## config.mk

```make
export PLATFORM = sky130hd
export DESIGN_NAME = traffic_light_timer_flat
export DESIGN_NICKNAME = d
export VERILOG_FILES = /design/src/rtl/traffic_light_pkg.sv /design/src/rtl/traffic_light_timer_if.sv /design/src/rtl/traffic_tick_gen.sv /design/src/rtl/traffic_light_timer.sv /design/src/flat_wrapper.sv
export SDC_FILE = /design/constraint.sdc
export NUM_CORES = 1
export LEC_CHECK = 0
export CAP_MARGIN = 20
export CORE_ASPECT_RATIO = 1.25
export CORE_MARGIN = 8
export CORE_UTILIZATION = 50
export CTS_CLUSTER_DIAMETER = 100
export CTS_CLUSTER_SIZE = 25
export DETAILED_ROUTE_END_ITERATION = 16
export PLACE_DENSITY = 0.72
export SLEW_MARGIN = 15
export SYNTH_ARGS = -nofsm -noshare
export SYNTH_HDL_FRONTEND = slang
export SYNTH_SLANG_ARGS = --single-unit
```

## constraint.sdc

```tcl
create_clock -name clk -period 1.75 [get_ports clk]
set_input_delay 0.175 -clock clk [delete_from_list [all_inputs] [get_ports clk]]
set_output_delay 0.175 -clock clk [all_outputs]
set_load 0.03 [all_outputs]
```

## src/rtl/traffic_light_pkg.sv

```systemverilog
// rtl/traffic_light_pkg.sv - shared timing constants and phase type for the traffic light controller slice
// Contents:
//   DEF_CLK_FREQ_HZ, DEF_SHORT_SEC, DEF_LONG_SEC, DEF_SEC_W : default timing parameters
//   tl_phase_e      : controller phase encoding (green/yellow per direction)
//   phase_uses_long : long-phase (green) phases wait on five_sec_timer, others on one_sec_timer
package traffic_light_pkg;

    localparam int unsigned DEF_CLK_FREQ_HZ = 50_000_000;
    localparam int unsigned DEF_SHORT_SEC   = 1;
    localparam int unsigned DEF_LONG_SEC    = 5;
    localparam int unsigned DEF_SEC_W       = 4;

    typedef enum logic [1:0] {
        PH_NS_GREEN  = 2'd0,
        PH_NS_YELLOW = 2'd1,
        PH_EW_GREEN  = 2'd2,
        PH_EW_YELLOW = 2'd3
    } tl_phase_e;

    function automatic logic phase_uses_long(input tl_phase_e ph);
        return (ph == PH_NS_GREEN) || (ph == PH_EW_GREEN);
    endfunction

endpackage

```

## src/rtl/traffic_light_timer_if.sv

```systemverilog
// rtl/traffic_light_timer_if.sv - controller <-> timer handshake bundle
// Signals:
//   rst_count      : restart request from the controller (controller drives)
//   count_en       : time advances while high (controller drives)
//   one_sec_timer  : short-phase expiry level (timer drives)
//   five_sec_timer : long-phase expiry level (timer drives)
//   sec_tick       : one-cycle pulse per elapsed second (timer drives)
//   sec_count      : elapsed whole seconds, saturating (timer drives)
// Modports: master = controller side, slave = timer side.
interface traffic_light_timer_if #(
    parameter int unsigned SEC_W = traffic_light_pkg::DEF_SEC_W
) ();

    logic             rst_count;
    logic             count_en;
    logic             one_sec_timer;
    logic             five_sec_timer;
    logic             sec_tick;
    logic [SEC_W-1:0] sec_count;

    modport master (
        output rst_count,
        output count_en,
        input  one_sec_timer,
        input  five_sec_timer,
        input  sec_tick,
        input  sec_count
    );

    modport slave (
        input  rst_count,
        input  count_en,
        output one_sec_timer,
        output five_sec_timer,
        output sec_tick,
        output sec_count
    );

endinterface

```

## src/rtl/traffic_tick_gen.sv

```systemverilog
// rtl/traffic_tick_gen.sv - clock prescaler producing a wrap indication once per CLK_FREQ_HZ enabled cycles
// Ports:
//   clk   : system clock, rising edge
//   reset : asynchronous active-high reset, clears the prescaler
//   clear : synchronous clear, wins over en
//   en    : prescaler advances while high, holds while low
//   tick  : combinational, high in the cycle whose rising edge wraps the prescaler
module traffic_tick_gen #(
    parameter int unsigned CLK_FREQ_HZ = traffic_light_pkg::DEF_CLK_FREQ_HZ
) (
    input  logic clk,
    input  logic reset,
    input  logic clear,
    input  logic en,
    output logic tick
);

    localparam int unsigned     PS_W   = $clog2(CLK_FREQ_HZ);
    localparam logic [PS_W-1:0] PS_MAX = PS_W'(CLK_FREQ_HZ - 1);

    logic [PS_W-1:0] prescale_q;
    logic [PS_W-1:0] prescale_d;

    // tick is not gated by clear: the parent decides what a simultaneous
    // restart and wrap means for its own state.
    always_comb begin
        prescale_d = prescale_q;
        tick       = en && (prescale_q == PS_MAX);
        if (clear) begin
            prescale_d = '0;
        end else if (tick) begin
            prescale_d = '0;
        end else if (en) begin
            prescale_d = prescale_q + PS_W'(1);
        end
    end

    always_ff @(posedge clk or posedge reset) begin
        if (reset) begin
            prescale_q <= '0;
        end else begin
            prescale_q <= prescale_d;
        end
    end

endmodule

```

## src/rtl/traffic_light_timer.sv

```systemverilog
// rtl/traffic_light_timer.sv - seconds timer with registered short/long expiry levels for the traffic light controller
// Ports:
//   clk   : system clock, rising edge
//   reset : asynchronous active-high reset
//   tl    : slave side of traffic_light_timer_if
//           (rst_count, count_en in; one_sec_timer, five_sec_timer, sec_tick, sec_count out)
// All outputs come straight from flops so the controller may derive rst_count
// combinationally from the flags without closing a loop.
module traffic_light_timer
    import traffic_light_pkg::*;
#(
    parameter int unsigned CLK_FREQ_HZ = DEF_CLK_FREQ_HZ,
    parameter int unsigned SHORT_SEC   = DEF_SHORT_SEC,
    parameter int unsigned LONG_SEC    = DEF_LONG_SEC,
    parameter int unsigned SEC_W       = DEF_SEC_W
) (
    input  logic                  clk,
    input  logic                  reset,
    traffic_light_timer_if.slave  tl
);

    generate
        if (!((LONG_SEC > SHORT_SEC) && (SHORT_SEC >= 1) && (CLK_FREQ_HZ >= 2) &&
              (LONG_SEC <= ((64'd1 << SEC_W) - 64'd1)))) begin : g_bad_params
            $error("traffic_light_timer: illegal CLK_FREQ_HZ/SHORT_SEC/LONG_SEC/SEC_W combination");
        end
    endgenerate

    localparam logic [SEC_W-1:0] SHORT_V = SEC_W'(SHORT_SEC);
    localparam logic [SEC_W-1:0] LONG_V  = SEC_W'(LONG_SEC);

    logic             wrap;
    logic [SEC_W-1:0] sec_count_q;
    logic [SEC_W-1:0] sec_count_d;
    logic             one_sec_q;
    logic             one_sec_d;
    logic             five_sec_q;
    logic             five_sec_d;
    logic             sec_tick_q;
    logic             sec_tick_d;

    traffic_tick_gen #(
        .CLK_FREQ_HZ (CLK_FREQ_HZ)
    ) u_tick_gen (
        .clk   (clk),
        .reset (reset),
        .clear (tl.rst_count),
        .en    (tl.count_en),
        .tick  (wrap)
    );

    // Restart beats a coincident wrap: no tick pulse and no carry into the
    // new count. Flags derive from the next count so they move with it.
    always_comb begin
        sec_count_d = sec_count_q;
        sec_tick_d  = 1'b0;
        if (tl.rst_count) begin
            sec_count_d = '0;
        end else if (wrap) begin
            sec_tick_d = 1'b1;
            if (sec_count_q != LONG_V) begin
                sec_count_d = sec_count_q + SEC_W'(1);
            end
        end
        one_sec_d  = (sec_count_d >= SHORT_V);
        five_sec_d = (sec_count_d >= LONG_V);
    end

    always_ff @(posedge clk or posedge reset) begin
        if (reset) begin
            sec_count_q <= '0;
            one_sec_q   <= 1'b0;
            five_sec_q  <= 1'b0;
            sec_tick_q  <= 1'b0;
        end else begin
            sec_count_q <= sec_count_d;
            one_sec_q   <= one_sec_d;
            five_sec_q  <= five_sec_d;
            sec_tick_q  <= sec_tick_d;
        end
    end

    assign tl.sec_count      = sec_count_q;
    assign tl.one_sec_timer  = one_sec_q;
    assign tl.five_sec_timer = five_sec_q;
    assign tl.sec_tick       = sec_tick_q;

endmodule

```

## src/flat_wrapper.sv

```systemverilog
// flat-port wrapper written by rule: the top's interface ports become plain ports
module traffic_light_timer_flat import traffic_light_pkg::*;
#(
    parameter int unsigned CLK_FREQ_HZ = DEF_CLK_FREQ_HZ,
    parameter int unsigned SHORT_SEC   = DEF_SHORT_SEC,
    parameter int unsigned LONG_SEC    = DEF_LONG_SEC,
    parameter int unsigned SEC_W       = DEF_SEC_W
)
  (clk, reset, tl_rst_count, tl_count_en, tl_one_sec_timer, tl_five_sec_timer, tl_sec_tick, tl_sec_count);
  traffic_light_timer_if #(.SEC_W(SEC_W)) tl_i ();
  input  logic clk;
  input  logic reset;
  input wire logic [$bits(tl_i.rst_count)-1:0] tl_rst_count;
  input wire logic [$bits(tl_i.count_en)-1:0] tl_count_en;
  output wire logic [$bits(tl_i.one_sec_timer)-1:0] tl_one_sec_timer;
  output wire logic [$bits(tl_i.five_sec_timer)-1:0] tl_five_sec_timer;
  output wire logic [$bits(tl_i.sec_tick)-1:0] tl_sec_tick;
  output wire logic [$bits(tl_i.sec_count)-1:0] tl_sec_count;
  assign tl_i.rst_count = tl_rst_count;
  assign tl_i.count_en = tl_count_en;
  assign tl_one_sec_timer = tl_i.one_sec_timer;
  assign tl_five_sec_timer = tl_i.five_sec_timer;
  assign tl_sec_tick = tl_i.sec_tick;
  assign tl_sec_count = tl_i.sec_count;
  traffic_light_timer #(.CLK_FREQ_HZ(CLK_FREQ_HZ), .SHORT_SEC(SHORT_SEC), .LONG_SEC(LONG_SEC), .SEC_W(SEC_W)) u_core (.clk(clk), .reset(reset), .tl(tl_i));
endmodule
```

Word-level counts from Yosys, hierarchy flattened. Cells that the tools add are included.

Add/subtract/negate cells: 2. $mul: 0. Divide/modulo/power cells: 0. Magnitude comparators: 2. Equal/unequal tests: 2. Shifts and indexed selects: 0. Mux-type cells: 8. Bitwise logic cells: 0. Reduce and logical (&&, ||, !) cells: 2.

Operators by type and width (count): 26-bit 2-to-1 mux (3); 26-bit by 1-bit adder with 26-bit output, second input constant (1); 26-bit equality test, second input constant (1); 4-bit 2-to-1 mux (3); 4-bit by 1-bit adder with 4-bit output, second input constant (1); 4-bit by 1-bit greater-or-equal comparator with 1-bit output, second input constant (1); 4-bit by 3-bit greater-or-equal comparator with 1-bit output, second input constant (1); 4-bit by 3-bit != test with 1-bit output, second input constant (1); 3-bit nonzero test (1); 1-bit 2-to-1 mux (2); 1-bit logical AND (1).

Register bits after elaboration: 33. Bits in latches: 0. Memory bits (writable): 0. Memory bits (read-only): 0. Input bits: 4. Output and inout bits: 7. Logic and storage cells: 21. Memories: 0.

Depth between registers and ports, before layout. Gate-level depths: netlist of run 1.

Depth after elaboration: 5. Gate-level depth with buffers: 8.

Modules after synthesis. From an unflattened synthesis of run 1, not the netlist that was laid out.

Cell total of the unflattened synthesis: 186. Area, all modules: 1752.9 um^2.

Modules (own cells, without submodules): traffic_tick_gen (times used 1, cells an instance 154, area an instance 1403.8 um^2, sequential area each 650.6 um^2); traffic_light_timer (times used 1, cells an instance 32, area an instance 349.1 um^2, sequential area each 175.2 um^2).

Worst setup path after synthesis of run 1. No wires, ideal clock.

Kind: register to register. From: register u_core.u_tick_gen.prescale_q[24]. To: register u_core.u_tick_gen.prescale_q[22]. Arrival: 1.630 ns. Slack: 0.001 ns. Cell stages (with the launch flop): 8. Path buffers: 2. Path through: dfrtp_1 -> or4b_4 -> nor3_4 -> nand3_2 -> nand2b_1 -> buf_4 -> buf_6 -> nor2_1.

Word-level cells in the longest chain between the ends: 4.

RTL lines: start, declared (line traffic_tick_gen.sv:21) `logic [PS_W-1:0] prescale_q;`; start signal, assigned (line traffic_tick_gen.sv:42) `prescale_q <= prescale_d;`; 26-bit equality test * (line traffic_tick_gen.sv:28) `tick = en && (prescale_q == PS_MAX);`; 1-bit logical AND * (line traffic_tick_gen.sv:28); 26-bit 2-to-1 mux (line traffic_tick_gen.sv:31) `end else if (tick) begin`; 26-bit 2-to-1 mux (line traffic_tick_gen.sv:29) `if (clear) begin`.

Every way passes the cells marked *; elsewhere a longest branch is shown, timed or not. A chain may end at the register's enable or synchronous reset.

Worst setup path after layout of run 1.
From: register u_core.u_tick_gen.prescale_q[24]. To: register u_core.one_sec_q (netlist: u_core.tl.one_sec_timer).

Word-level cells in the longest chain between the ends: 5.

RTL lines: 26-bit equality test (line traffic_tick_gen.sv:28); 1-bit logical AND (line traffic_tick_gen.sv:28); 4-bit 2-to-1 mux (line traffic_light_timer.sv:59) `end else if (wrap) begin`; 4-bit 2-to-1 mux (line traffic_light_timer.sv:57) `if (tl.rst_count) begin`; 4-bit by 1-bit greater-or-equal comparator with 1-bit output (line traffic_light_timer.sv:65) `one_sec_d = (sec_count_d >= SHORT_V);`; net u_core.one_sec_d (line traffic_light_timer.sv:36) `logic one_sec_d;`; end signal, assigned (line traffic_light_timer.sv:77) `one_sec_q <= one_sec_d;`; end, declared (line traffic_light_timer.sv:35) `logic one_sec_q;`.

The timed path passes the listed nets, and every way through them passes these cells.

==> impl_metrics.json, run 1 <==
{
  "placement.io_buffers": 10,
  "grtUsageTotal": 0.145,
  "antenna_found_initial": 0,
  "synthDistinctLibCells": 35,
  "tightest_slew_ns": 0.423,
  "yosysTopAreaCell": "dfrtp_1",
  "synthFlopType": "dfrtp_1",
  "area_delta_synth_final_pct": 36.4,
  "path_clk_slew_ns": 0.06,
  "grt_max_degree": 34,
  "ant_nets": 0,
  "globalplace.congestion": 0.893,
  "rows": 24,
  "min_path_type": "in -> async",
  "num_antenna_cells": 0,
  "die_area_um2": 5720,
  "ys_seq_area_frac": 0.466,
  "p_leak_nw": 1.04,
  "coreArea_um2": 3450,
  "synth_area_per_cell_um2": 9.79,
  "irDropWorstVdd_mv": 0.470,
  "dpl_cell_area_um2": 2090,
  "design_area_um2": 2420,
  "postCtsHoldBufs": 0,
  "max-cap-violations": 0,
  "clk_path_buf_depth": 2,
  "synth_most_common_cell": "nor2_1",
  "syn-cell-area_um2": 1770,
  "dp_cells": 253,
  "reg2reg_slack_ns": -0.1,
  "setup_slack_ns": -0.0953,
  "post-route-period-util": 1.05,
  "synth_warnings": 0,
  "critPathMaxStageDelay_ns": 0.56,
  "drt_first_iter_violations": 43,
  "cp_cell_sequence": "or4b_4 -> nor3_4 -> nand4_1 -> mux2i_2 -> nand3_1",
  "violations": "setup timing",
  "finalHoldViolCount": 0,
  "worst_setup_path_start_kind": "flip-flop",
  "worst_path_max_delay_cell": "or4b_4",
  "relSlewSlack": 0.718,
  "die_h_um": 82.6,
  "crit_arrival_ns": 2.00,
  "die-width_um": 69.2,
  "post-place-ws_ns": -0.0748,
  "detail_route.wirelength_um": 4380,
  "worstPathMaxFanout": 4,
  "fin_hold_ws_ns": 0.287,
  "grt_setup_unrepaired": "true",
  "finalNonFillerCells": 265,
  "power_mw": 1.41,
  "clk_latency_ns": 0.28,
  "min_period_ns": 1.85,
  "io_pins": 11,
  "grt_pass1_vias": 1496,
  "endpoint": "u_core.tl.one_sec_timer",
  "critPathCaptureType": "flip-flop",
  "crit_required_ns": 1.91,
  "post_drt_wl_per_cell_um": 16.5,
  "nFillCells": 231,
  "drive_gt1_frac": 0.310,
  "synth-seq-cells": 33,
  "slew_violations": 0,
  "viasPerCell": 5.71,
  "r2r_cells": 5,
  "finalSetupViolations": 28,
  "drc": 0,
  "finish.utilization": 0.700,
  "synth_fp_nets": 188,
  "fin_nets": 232,
  "cts_tree": "done",
  "yosys.area.top_type_share": 0.466,
  "cts.sinks": 33,
  "status": "finished, violations left",
  "synthArstFlopShare": 1.00,
  "powerDensity_nw_per_um2": 585,
  "grt_pass1_wl_um": 6820,
  "grt-ovfl-total": 0,
  "synthTopCellsByCount": "nor2_1, dfrtp_1, xor2_1",
  "r2r_start": "u_core.u_tick_gen.prescale_q[24]",
  "post-dp-hpwl_um": 2750,
  "netlist_instances": 181,
  "synth_edf_count": 0,
  "drt_pass1_iterations": 6,
  "htree_levels": 2,
  "critical_path_class": "reg -> reg",
  "ys_top_cells_by_area": "dfrtp_1, nor2_1, xor2_1, xnor2_1, nand4_1",
  "finalSetupTns_ns": -1.89,
  "clock-root-buffer": "clkbuf_8",
  "setup.worst_path.start": "u_core.u_tick_gen.prescale_q[24]",
  "fmax_ghz": 0.542,
  "cts-buffers-inserted": 5,
  "vias": 1512,
  "r2r-end": "u_core.tl.one_sec_timer",
  "initial_core_util": 0.513,
  "clock_skew_ns": 0.00207
}
[routing by layer]
layer / share of wire / track usage / vias to the layer above
li1: - / - / 710
met1: 0.40 / 0.144 / 766
met2: 0.55 / 0.277 / 30
met3: 0.041 / 0.0466 / 6
met4: 0.0096 / 0.0575 / 0
met5: 0 / 0 / -
[report_power, final]
part	switching, mW	internal (mW)	leakage (nW)	total (mW)
sequential	0.00261	0.766	0.460	0.769
combinational	0.0588	0.0412	0.544	0.100
clock	0.263	0.282	0.0395	0.545
total	0.324	1.09	1.04	1.41
[worst max-delay path, delay by kind of cell, from the launching register on]
| family | cells | cell delay, ns |
|---|---|---|
| flops | 1 | 0.38 |
| simple gates | 4 | 1.08 |
| mux | 1 | 0.25 |
[layout make-up]
class,instances,area (um2),share of cell area
Multi-Input combinational cell,138,1050,0.436
Sequential cell,33,826,0.342
Timing Repair Buffer,42,390,0.162
Clock buffer,8,80.1,0.0331
Tap cell,39,48.8,0.0202
Inverter,5,18.8,0.00777
[registers in the layout (all words and copies together) (netlist names)]
signal and count:
u_core.tl.one_sec_timer 1, u_core.tl.sec_count 4, u_core.tl.sec_tick 1, u_core.tl.five_sec_timer 1, u_core.u_tick_gen.prescale_q 26
[logic make-up (layout without fill, tap and decap cells)]
family                     Yosys count  count (layout)  synth area share
muxes                                2               2            0.0113
buffers and inverters               10              55            0.0318
and+or+nand+nor                     98              98             0.310
xor gates and xnor gates            25              25             0.124
AOI/OAI and AO/OA                   10              10            0.0360
DFF                                 33              33             0.466
adders and majority gates            3               3            0.0212
[timing repair]
item,CTS,global route
pin swaps,1,28
resized for setup,6,45
gates cloned,1,1
endpoints found under the setup margin,28,30
buffers inserted,1,1
[cell usage in the layout, fill, tap and decap left out, types with 3 or more instances in the layout]
master,instances
nor2_4,17
xor2_1,14
nor2_1,15
nand2_1,11
buf_4,27
nand3_2,3
ha_1,3
and3_1,5
nand4_1,10
clkdlybuf4s50_1,10
nor3_1,3
a21oi_1,4
clkbuf_8,5
clkbuf_1,3
dfrtp_1,33
inv_1,5
nand3_1,11
xnor2_1,11
[how the worst min path moves through the flow]
stage,from,to
2_1_floorplan,reset,u_core.tl.five_sec_timer
3_5_place_dp,u_core.u_tick_gen.prescale_q[23],u_core.u_tick_gen.prescale_q[23]
5_1_grt,reset,u_core.tl.sec_count[2]
4_1_cts,reset,u_core.tl.sec_count[2]
3_3_place_gp,u_core.u_tick_gen.prescale_q[23],u_core.u_tick_gen.prescale_q[23]
6_report,reset,u_core.u_tick_gen.prescale_q[17]
No activity file was read; power rests on OpenSTA's default activity.
==> run 2: changes to the inputs <==
--- a/config.mk
+++ b/config.mk
@@ -12,6 +12,7 @@
 export CTS_CLUSTER_DIAMETER = 100
 export CTS_CLUSTER_SIZE = 25
 export DETAILED_ROUTE_END_ITERATION = 16
+export MAX_ROUTING_LAYER = met4
 export PLACE_DENSITY = 0.72
 export SLEW_MARGIN = 15
 export SYNTH_ARGS = -nofsm -noshare
==> run 2 against run 1 <==
The run still ends with setup timing left; wire length fell by 0.30%; worst setup slack got worse by 0.0049 ns; global-route usage rose by 0.50 points; register-to-register slack barely moved; first-iteration DRC count rose by 9.3%; critical path depth did not move; count of clock-buffer cells in the layout did not move; combinational power barely moved; highest routed layer unchanged.
==> impl_metrics.json, run 2 (synthesis results as in run 1) <==
{
  "initial_core_util": 0.513,
  "min_path_type": "in -> async",
  "worst_path_max_delay_cell": "or4b_4",
  "placement.io_buffers": 10,
  "finalSetupViolations": 28,
  "globalplace.congestion": 0.907,
  "grt_setup_unrepaired": "true",
  "max-cap-violations": 0,
  "violations": "setup timing",
  "area_delta_synth_final_pct": 36.4,
  "num_antenna_cells": 0,
  "fmax_ghz": 0.540,
  "cts-buffers-inserted": 5,
  "drt_pass1_iterations": 6,
  "grtUsageTotal": 0.150,
  "dpl_cell_area_um2": 2090,
  "finalNonFillerCells": 265,
  "post-place-ws_ns": -0.0748,
  "irDropWorstVdd_mv": 0.469,
  "slew_violations": 0,
  "tightest_slew_ns": 0.418,
  "viasPerCell": 5.69,
  "reg2reg_slack_ns": -0.10,
  "drive_gt1_frac": 0.310,
  "clk_path_buf_depth": 2,
  "grt_pass1_wl_um": 6830,
  "design_area_um2": 2420,
  "critical_path_class": "reg -> reg",
  "worst_setup_path_start_kind": "flip-flop",
  "coreArea_um2": 3450,
  "die_h_um": 82.6,
  "critPathMaxStageDelay_ns": 0.56,
  "path_clk_slew_ns": 0.06,
  "final_common_cell": "dfrtp_1",
  "rows": 24,
  "dp_cells": 253,
  "vias": 1508,
  "clock-root-buffer": "clkbuf_8",
  "final_cell_mix": "dfrtp_1, buf_4, nor2_4",
  "cp_cell_sequence": "or4b_4 -> nor3_4 -> nand4_1 -> mux2i_2 -> nand3_1",
  "grt_pass1_vias": 1500,
  "worstPathMaxFanout": 4,
  "clock_skew_ns": 0.00219,
  "htree_levels": 2,
  "crit_required_ns": 1.91,
  "post_drt_wl_per_cell_um": 16.5,
  "cp_top_family": "simple AND/OR/NAND/NOR gates",
  "finalHoldViolCount": 0,
  "min_period_ns": 1.85,
  "finish.utilization": 0.700,
  "status": "finished, violations left",
  "cts_tree": "done",
  "ant_nets": 0,
  "setup_slack_ns": -0.100,
  "largest-register": "u_core.u_tick_gen.prescale_q",
  "worst-path-buf-inv": 0,
  "grt-ovfl-total": 0,
  "crit_arrival_ns": 2.01,
  "relSlewSlack": 0.721,
  "largest_register_ffs": 26,
  "grt_max_degree": 34,
  "critPathCaptureType": "flip-flop",
  "p_leak_nw": 1.04,
  "finalSetupTns_ns": -1.95,
  "fin_nets": 232,
  "postCtsHoldBufs": 0,
  "post-route-period-util": 1.06,
  "antenna_found_initial": 0,
  "die-width_um": 69.2,
  "drc": 0,
  "detail_route.wirelength_um": 4370,
  "powerDensity_nw_per_um2": 586,
  "cts.sinks": 33,
  "die_area_um2": 5720,
  "post-dp-hpwl_um": 2750,
  "drt_first_iter_violations": 47,
  "clk_latency_ns": 0.28,
  "io_pins": 11
}
run 2: where the power goes:
group	internal (mW)	switching (mW)
logic	0.0412	0.0585
registers	0.766	0.00260
clock network	0.282	0.264
total	1.09	0.325
run 2: through the flow:
stage | hold WS (ns) | total power, mW
2_1_floorplan | 0.304 | 0.821
3_3_place_gp | 0.523 | 0.846
3_5_place_dp | 0.541 | 0.849
4_1_cts | 0.300 | 1.40
5_1_grt | 0.330 | 1.46
6_report | 0.286 | 1.41
run 2: worst paths after layout:
path                                             startpoint                                to  cells after the start
min                                                   reset            u_core.tl.sec_count[2]                      3
max reg2reg                u_core.u_tick_gen.prescale_q[24]           u_core.tl.one_sec_timer                      5
max in group asynchronous                             reset   u_core.u_tick_gen.prescale_q[9]                      3
max                        u_core.u_tick_gen.prescale_q[24]           u_core.tl.one_sec_timer                      5
min in group clk           u_core.u_tick_gen.prescale_q[15]  u_core.u_tick_gen.prescale_q[15]                      2
min reg2reg                u_core.u_tick_gen.prescale_q[15]  u_core.u_tick_gen.prescale_q[15]                      2
run 2: routing by layer:
layer	GRT usage	routed length, um	vias to the layer above
li1	-	-	713
met1	0.148	1730	754
met2	0.276	2430	34
met3	0.0370	176	7
met4	0.0698	36	0
met5	-	0	-
run 2: timing repair:
item | 4_1_cts | 5_1_grt
pin swaps | 1 | 28
gates cloned | 1 | 1
gates resized for setup | 6 | 45
setup buffers | 1 | 1
setup endpoints to repair | 28 | 30
run 2: worst reg2reg max path, cell delays in order (launching register included):
cell and delay [ns]:
dfrtp_1 0.38, or4b_4 0.56, nor3_4 0.23, nand4_1 0.19
mux2i_2 0.26, nand3_1 0.11
run 2: area by class of cell:
| class | instances | area, um2 |
|---|---|---|
| Sequential cell | 33 | 826 |
| Fill cell | 231 | 1040 |
| Multi-Input combinational cell | 138 | 1050 |
| Clock buffer | 8 | 80.1 |
| Inverter | 5 | 18.8 |
| Timing Repair Buffer | 42 | 390 |
| Tap cell | 39 | 48.8 |
==> run 3: changes to the inputs <==
--- a/config.mk
+++ b/config.mk
@@ -13,7 +13,7 @@
 export CTS_CLUSTER_SIZE = 25
 export DETAILED_ROUTE_END_ITERATION = 16
 export MAX_ROUTING_LAYER = met4
-export PLACE_DENSITY = 0.72
+export PLACE_DENSITY = 0.77
 export SLEW_MARGIN = 15
 export SYNTH_ARGS = -nofsm -noshare
 export SYNTH_HDL_FRONTEND = slang
==> run 3 against run 2 <==
The run still ends with setup timing left; sequential share of layout area up 2.5 points; worst hold slack worse by 0.014 ns; total power up 12%; die area unchanged; register-to-register slack better by 0.05 ns; critical path depth up 1; worst setup slack better by 0.052 ns; via count down 3.4%; count of clock-buffer cells in the layout down 1; sequential cell count unchanged; first-iteration DRC count down 2.1%.
==> impl_metrics.json, run 3 (synthesis results as in run 1) <==
{
  "status": "finished, violations left",
  "violations": "setup timing",
  "slew_violations": 0,
  "post-route-period-util": 1.03,
  "antenna_found_initial": 0,
  "largest-register": "u_core.u_tick_gen.prescale_q",
  "drc": 0,
  "placement.io_buffers": 10,
  "grtUsageTotal": 0.150,
  "setup.worst_path.start": "u_core.u_tick_gen.prescale_q[24]",
  "critical_path_class": "reg -> reg",
  "design_area_um2": 2250,
  "clock_skew_ns": 0.00251,
  "tightest_slew_ns": 0.408,
  "worstPathMaxFanout": 12,
  "r2r_cells": 6,
  "grt_pass1_vias": 1500,
  "coreArea_um2": 3450,
  "drt_first_iter_violations": 46,
  "clock-root-buffer": "clkbuf_8",
  "post-dp-hpwl_um": 2830,
  "powerDensity_nw_per_um2": 706,
  "drt_pass1_iterations": 4,
  "area_delta_synth_final_pct": 27.0,
  "clk_path_buf_depth": 2,
  "drive_gt1_frac": 0.196,
  "largest_register_ffs": 26,
  "dp_cells": 249,
  "fmax_ghz": 0.556,
  "irDropWorstVdd_mv": 0.540,
  "cts.sinks": 33,
  "io_pins": 11,
  "grt_pass1_wl_um": 6740,
  "htree_levels": 2,
  "cts_setup_buffers": 0,
  "min_period_ns": 1.80,
  "setup_slack_ns": -0.0485,
  "cts-buffers-inserted": 5,
  "power_mw": 1.59,
  "die_h_um": 82.6,
  "num_antenna_cells": 0,
  "vias": 1457,
  "crit_arrival_ns": 1.97,
  "critPathCaptureType": "flip-flop",
  "final_common_cell": "nor2_1",
  "worst_setup_path_start_kind": "flip-flop",
  "path_clk_slew_ns": 0.07,
  "relSlewSlack": 0.728,
  "grt-ovfl-total": 0,
  "cts_tree": "done",
  "die-width_um": 69.2,
  "dpl_cell_area_um2": 2080,
  "crit_required_ns": 1.92,
  "die_area_um2": 5720,
  "clk_latency_ns": 0.28,
  "r2r-end": "u_core.u_tick_gen.prescale_q[24]",
  "reg2reg_slack_ns": -0.05,
  "finalHoldViolCount": 0,
  "grt_setup_unrepaired": "true",
  "detail_route.wirelength_um": 4300,
  "finalNonFillerCells": 258,
  "viasPerCell": 5.65,
  "p_leak_nw": 1.04,
  "initial_core_util": 0.513,
  "ant_nets": 0,
  "finalSetupViolations": 28,
  "rows": 24,
  "min_path_type": "in -> async",
  "fin_nets": 225,
  "final_cell_mix": "nor2_1, dfrtp_1, buf_4",
  "globalplace.congestion": 0.890,
  "r2r_start": "u_core.u_tick_gen.prescale_q[24]",
  "max-cap-violations": 0,
  "post_drt_wl_per_cell_um": 16.7,
  "grt_max_degree": 34
}
-- run 3: cell count changes in the layout (fill, tap and decap cells not counted), sizes merged --
cell / change
bufinv: +1
clkbuf: -1
buf: -7
-- run 3: worst max-delay path by stage --
stage                                                   to  slack (ns)  cells after the start
after floorplan           u_core.u_tick_gen.prescale_q[22]       0.001                      7
after global placement    u_core.u_tick_gen.prescale_q[14]       -0.01                      7
after detailed placement  u_core.u_tick_gen.prescale_q[14]       -0.09                      7
after CTS                          u_core.tl.one_sec_timer       -0.04                      5
after global routing               u_core.tl.one_sec_timer       -0.12                      5
final                     u_core.u_tick_gen.prescale_q[24]       -0.05                      6
-- run 3: where the power goes --
group / internal (mW) / switching (mW) / total, mW
sequential: 0.766 / 0.00233 / 0.768
combinational: 0.0319 / 0.0446 / 0.0766
clock: 0.464 / 0.279 / 0.743
total: 1.26 / 0.326 / 1.59
-- run 3: per-layer routing --
metal | GRT usage | wire [um]
met1 | 0.148 | 1750
met2 | 0.280 | 2330
met3 | 0.0406 | 148
met4 | 0.0595 | 63
met5 | - | 0
-- run 3: worst max-delay path, stage by stage (launching register included) --
cell	delay [ns]
dfrtp_1	0.38
or4b_4	0.55
nor3_4	0.21
nand3_2	0.15
nand2b_2	0.15
clkbuf_16	0.18
nor2_1	0.05
-- run 3: layout make-up --
class	instances	area (um2)
Fill cell	243	1200
Multi-Input combinational cell	138	920
Inverter	5	18.8
Timing Repair Buffer	35	322
Tap cell	39	48.8
Sequential cell	33	826
Clock buffer	7	86.3
Clock inverter	1	30.0
-- run 3: repair_timing --
| item | in CTS | in global routing |
|---|---|---|
| pin swaps | 4 | 0 |
| setup endpoints to repair | 28 | 30 |
| hold buffers | 0 | 0 |
| cloned | 0 | 1 |
| resized for setup | 0 | 6 |
-- run 3: through the flow --
step	util	worst slack, ns	hold WS (ns)	setup TNS [ns]
5_1_grt	0.652	-0.118	0.333	-2.70
2_1_floorplan	-	0.00135	0.304	0
6_report	0.652	-0.0485	0.272	-0.731
3_3_place_gp	0.601	-0.0141	0.523	-0.0531
4_1_cts	0.635	-0.0412	0.293	-0.363
3_5_place_dp	0.601	-0.0854	0.540	-0.612
